===== src/rtl/elevator_scheduler.sv =====
// Call latching, SCAN direction preference and age-bounded starvation override
// for a 3-floor elevator; all outputs are registered.
`timescale 1ns/1ps
module elevator_scheduler #(
    parameter int AGE_W     = 4,
    parameter int AGE_LIMIT = 12
) (
    input  logic       clk,
    input  logic       rst,
    input  logic       u1,
    input  logic       u2,
    input  logic       d2,
    input  logic       d3,
    input  logic       f1,
    input  logic       f2,
    input  logic       f3,
    input  logic [1:0] fs,
    input  logic       door,
    input  logic [1:0] dir,
    output logic [6:0] lamps,
    output logic [1:0] pref,
    output logic [1:0] req_dir,
    output logic       req_open,
    output logic [1:0] target
);
    typedef enum logic [1:0] {
        P_IDLE = 2'b00,
        P_UP   = 2'b01,
        P_DOWN = 2'b10
    } pref_t;

    localparam logic [AGE_W-1:0] AGE_MAX = AGE_W'(AGE_LIMIT);

    pref_t            pref_q, pref_nx;
    logic [6:0]       lamps_q, lamps_nx, btn, serve_mask, clr;
    logic [AGE_W-1:0] age_q [7];
    logic [6:0]       starve_vec;
    logic [1:0]       last_floor, cur_floor, starve_floor;
    logic [1:0]       req_dir_nx, target_nx;
    logic             stopped, open_c, fl1, fl2, fl3, above, below, starved;

    assign btn = {f3, f2, f1, d3, d2, u2, u1};

    always_comb begin
        stopped   = (dir == 2'b00) && (fs != 2'b00);
        cur_floor = (fs != 2'b00) ? fs : last_floor;

        // Calls a stop at fs may clear, given the current direction preference.
        serve_mask = 7'b0;
        case (fs)
            2'b01: serve_mask = 7'b0010001;
            2'b10: begin
                serve_mask[5] = 1'b1;
                serve_mask[1] = (pref_q == P_UP)   || (pref_q == P_IDLE);
                serve_mask[2] = (pref_q == P_DOWN) || (pref_q == P_IDLE);
            end
            2'b11: serve_mask = 7'b1001000;
            default: serve_mask = 7'b0;
        endcase

        clr      = (stopped && !door) ? serve_mask : 7'b0;
        lamps_nx = (lamps_q | btn) & ~clr;
        open_c   = stopped && door && ((lamps_q & serve_mask) != 7'b0);

        fl1 = lamps_q[0] | lamps_q[4];
        fl2 = lamps_q[1] | lamps_q[2] | lamps_q[5];
        fl3 = lamps_q[3] | lamps_q[6];
        above = 1'b0;
        below = 1'b0;
        case (fs)
            2'b01: above = fl2 | fl3;
            2'b10: begin above = fl3; below = fl1; end
            2'b11: below = fl1 | fl2;
            default: ;
        endcase

        // Lowest lamp index wins among starved calls.
        starved      = (starve_vec != 7'b0);
        starve_floor = 2'b00;
        if      (starve_vec[0]) starve_floor = 2'b01;
        else if (starve_vec[1]) starve_floor = 2'b10;
        else if (starve_vec[2]) starve_floor = 2'b10;
        else if (starve_vec[3]) starve_floor = 2'b11;
        else if (starve_vec[4]) starve_floor = 2'b01;
        else if (starve_vec[5]) starve_floor = 2'b10;
        else if (starve_vec[6]) starve_floor = 2'b11;

        pref_nx = pref_q;
        if (stopped) begin
            if (starved) begin
                if (starve_floor > fs)      pref_nx = P_UP;
                else if (starve_floor < fs) pref_nx = P_DOWN;
                else                        pref_nx = P_IDLE;
            end else begin
                case (pref_q)
                    P_DOWN:  pref_nx = below ? P_DOWN : (above ? P_UP : P_IDLE);
                    default: pref_nx = above ? P_UP : (below ? P_DOWN : P_IDLE);
                endcase
            end
        end

        if (stopped && door && !open_c)         req_dir_nx = pref_nx;
        else if (dir == 2'b01 || dir == 2'b10)  req_dir_nx = dir;
        else                                    req_dir_nx = 2'b00;

        target_nx = 2'b00;
        if (pref_nx == P_UP) begin
            if (cur_floor == 2'b01)      target_nx = fl2 ? 2'b10 : (fl3 ? 2'b11 : 2'b00);
            else if (cur_floor == 2'b10) target_nx = fl3 ? 2'b11 : 2'b00;
        end else if (pref_nx == P_DOWN) begin
            if (cur_floor == 2'b11)      target_nx = fl2 ? 2'b10 : (fl1 ? 2'b01 : 2'b00);
            else if (cur_floor == 2'b10) target_nx = fl1 ? 2'b01 : 2'b00;
        end
    end

    for (genvar g = 0; g < 7; g++) begin : g_age
        assign starve_vec[g] = (age_q[g] == AGE_MAX);
        always_ff @(posedge clk or posedge rst) begin
            if (rst)
                age_q[g] <= '0;
            else if (!lamps_nx[g])
                age_q[g] <= '0;
            else if (lamps_q[g] && age_q[g] != AGE_MAX)
                age_q[g] <= age_q[g] + 1'b1;
        end
    end

    always_ff @(posedge clk or posedge rst) begin
        if (rst) begin
            lamps_q    <= 7'b0;
            pref_q     <= P_IDLE;
            req_dir    <= 2'b00;
            req_open   <= 1'b0;
            target     <= 2'b00;
            last_floor <= 2'b01;
        end else begin
            lamps_q    <= lamps_nx;
            pref_q     <= pref_nx;
            req_dir    <= open_c ? 2'b00 : req_dir_nx;
            req_open   <= open_c;
            target     <= target_nx;
            last_floor <= cur_floor;
        end
    end

    assign lamps = lamps_q;
    assign pref  = pref_q;
endmodule


===== config.mk =====
export PLATFORM = sky130hd
export DESIGN_NAME = elevator_scheduler
export DESIGN_NICKNAME = d
export VERILOG_FILES = /design/src/rtl/elevator_scheduler.sv
export SDC_FILE = /design/constraint.sdc
export NUM_CORES = 1
export LEC_CHECK = 0
export CAP_MARGIN = 0
export CORE_MARGIN = 2
export CORE_UTILIZATION = 45
export DETAILED_ROUTE_END_ITERATION = 16
export GPL_TIMING_DRIVEN = 0
export PLACE_DENSITY = 0.66
export SLEW_MARGIN = 30
export SYNTH_ARGS = -nofsm -noshare
export SYNTH_HDL_FRONTEND = slang
export SYNTH_SLANG_ARGS = --single-unit

===== constraint.sdc =====
create_clock -name clk -period 2.8 [get_ports clk]
set_clock_uncertainty 0.2 [all_clocks]
set_input_delay 0.7 -clock clk [delete_from_list [all_inputs] [get_ports clk]]
set_output_delay 0.7 -clock clk [all_outputs]
set_load 0.005 [all_outputs]

==> impl_metrics.yaml, run 1 <==
critical_path:
  cp_max_fo: 6
  critical-path-slowest-cell: "dfrtp_1"
  crit_path_start: "age_q[8]$_DFFE_PP0P_"
  r2r-start: "age_q[8]$_DFFE_PP0P_"
  critPathMaxStageDelay_ps: 410
  start_kind: "flip-flop"
  reg2reg_depth: 11
  cp-endpoint: "target[0]$_DFF_PP0_"
  path_class: "reg -> reg"
  cp.arrival_ps: 2640
  path_cells: "inv_1, ha_2, nand3_4, nand2_1, a41oi_2, ha_1, a21o_1, o21bai_1, o211a_1, o221a_1, a32o_1"
  reg2reg_slack_ps: 140
  required_ps: 2780
  end_kind: "flip-flop"
  r2r-end: "target[0]$_DFF_PP0_"
cells_and_area:
  utilization_pct: 56.5
  final_area_mm2: 0.00305
  area_growth_pct: 23.2
  nets: 341
  multi_input_area_mm2: 0.00134
  layout-drive-gt1-share_pct: 10.1
  layout_commonest_cell: "dfrtp_1"
  seq_area_mm2: 0.00110
  stdcell_count: 378
  filler_cell_count: 506
  antenna_cells: 0
  layout_common_cells: "dfrtp_1 (43), nor2_1 (36), nand2_1 (28), inv_1 (28)"
routing:
  drt_iter0_drc: 88
  vias: 1956
  dr.pass1.iters: 4
  drc: 0
  drtAntennaViolNets: 0
  avgRoutedWirePerCell_um: 13.1
  finalWirelength_um: 4940
  viasPerCell: 5.17
pwr:
  power_density_mw_per_mm2: 896
  p_total_mw: 2.74
  leakage_nw: 1.42
  ir_drop_v: 0.000499
run:
  drv_cap: 0
clock_tree:
  h-tree-depth: 2
  hold_buffers: 0
  path_clk_slew_ps: 80
  cts.sinks: 44
  clock_path_buffers: 2
  clock-root-buffer: "clkbuf_8"
  cts_tree: "built"
  insertion_delay_ps: 290
  numCtsBuffers: 5
sta:
  fin_ws_ps: 143
  period_share_pct: 94.9
  tightest_slew_ps: 590
  slew_viol_final: 0
  finalHoldViolCount: 0
  clock.fmax_mhz: 376
  finalSetupViolations: 0
  rsz0062_at_grt: "no"
  post-route-min-period_ps: 2660
  slew_headroom_pct: 60.6
logic_synthesis:
  yosysSeqAreaShare_pct: 44.5
  ys_ff_latch: 44
  synthFlopType: "dfrtp_1"
  syn_inst: 267
  synth_top_cell_area_share_pct: 43.4
  synthTopCellsByArea: "dfrtp_1 (43%), ha_1 (11%), nor2_1 (5.4%), xnor2_1 (5.3%), nand3_1 (5.0%)"
  synth.net_count: 303
  synth_edf_count: 0
  ys_warn_count: 0
  syn_area_mm2: 0.00248
  syn_avg_cell_area_um2: 9.29
  async_reset_ff_share_pct: 100
  yosys.area.top_type: "dfrtp_1"
  ys_types: 37
die:
  row_count: 27
  die_w_um: 78.2
  ios: 28
  initial_utilization_pct: 45.9
  die_h_um: 78.2
  dieArea_mm2: 0.00612
  core_mm2: 0.00541
placed_design:
  dpl_cell_area_mm2: 0.00287
  hpwl_um: 3780
  place_congestion: 0.839
  io_buffers: 27
  dpl_worst_slack_ps: -577
  placed_cells: 367
grt:
  track_usage_pct: 18.1
  grt_overflow: 0
  grt_pass1_vias: 1946
  grt_pass1_wl_um: 8820
  antenna_found_initial: 0
  grt_max_degree: 27
min_path:
  min_path_type: "reg -> reg"
run_status:
  status: "finished, final reports clean"
worst max-delay path: cells and delay by family (launching register included):
| family | cells | cell delay [ps] |
|---|---|---|
| adders and majority gates | 2 | 530 |
| DFF | 1 | 410 |
| AOI/OAI and AO/OA | 6 | 1090 |
| and+or+nand+nor | 2 | 210 |
| buffers and inverters | 1 | 110 |
per-stage QoR:
| step | hold slack (ps) | setup TNS (ps) |
|---|---|---|
| floorplan | 324 | 0 |
| global placement | 350 | -16910 |
| detailed placement | 354 | -14950 |
| CTS | 371 | -265 |
| global route | 409 | 0 |
| finish | 369 | 0 |
synth_stat cells (all sizes together), types with 4 or more instances:
| cell type | n |
|---|---|
| a21oi | 8 |
| inv | 32 |
| nor3 | 4 |
| nor2 | 36 |
| o21ai | 10 |
| o22ai | 4 |
| xnor2 | 15 |
| ha | 22 |
| nand2 | 28 |
| nand3 | 31 |
| xor2 | 7 |
| dfrtp | 43 |
layer usage:
layer | vias up | share of wire, % | GRT usage [%]
met1 | 948 | 46 | 24.1
met4 | 0 | 1.1 | 4.56
met5 | - | 0 | 0
met2 | 31 | 50 | 29.8
met3 | 5 | 3.5 | 4.14
li1 | 972 | - | -
sequential cells by signal (all words and copies together) (netlist names):
signal / cells
age_q: 28
lamps: 7
last_floor: 2
pref: 2
req_dir: 2
target: 2
req_open: 1
how the worst min path moves through the flow:
stage / slack (ps) / startpoint / endpoint / cells past startpoint
after global routing: 410 / age_q[17]$_DFFE_PP0P_ / age_q[17]$_DFFE_PP0P_ / 2
after global placement: 350 / age_q[19]$_DFFE_PP0P_ / age_q[19]$_DFFE_PP0P_ / 2
after CTS: 370 / age_q[19]$_DFFE_PP0P_ / age_q[19]$_DFFE_PP0P_ / 2
final: 370 / age_q[19]$_DFFE_PP0P_ / age_q[19]$_DFFE_PP0P_ / 2
after detailed placement: 350 / age_q[19]$_DFFE_PP0P_ / age_q[19]$_DFFE_PP0P_ / 2
after floorplan: 320 / age_q[27]$_DFFE_PP0P_ / age_q[27]$_DFFE_PP0P_ / 2
report_power, final:
group	switching (mW)	internal [mW]
registers	0.249	0.887
clock network	0.202	0.177
logic	0.604	0.617
total	1.06	1.68
cells by family after synthesis:
| logic type | Yosys count | share of synthesized area (%) |
|---|---|---|
| simple gates | 106 | 20.9 |
| flops | 44 | 44.5 |
| compound gates | 41 | 10.9 |
| buf+inv | 32 | 4.84 |
| xor+xnor | 22 | 7.77 |
| fa+ha+maj | 22 | 11.1 |
layout make-up:
cell class | instances | area share (%)
Clock buffer | 8 | 2.62
Inverter | 32 | 3.93
Multi-Input combinational cell | 191 | 43.9
Sequential cell | 44 | 36.1
Tap cell | 72 | 2.95
Timing Repair Buffer | 31 | 10.5
repair_timing:
action | 4_1_cts | 5_1_grt
setup buffers | 0 | 3
pin swaps | 0 | 3
endpoints found under the hold margin | 0 | 0
gates resized for setup | 2 | 16
setup endpoints to repair | 20 | 20
Power figures use the tool's default switching activity.
==> run 2, diff against run 1 <==
Settings changed: SKIP_LAST_GASP set to 1.
==> results of run 2 <==
No change in the layout: final DEF, timing and power equal those of run 1.
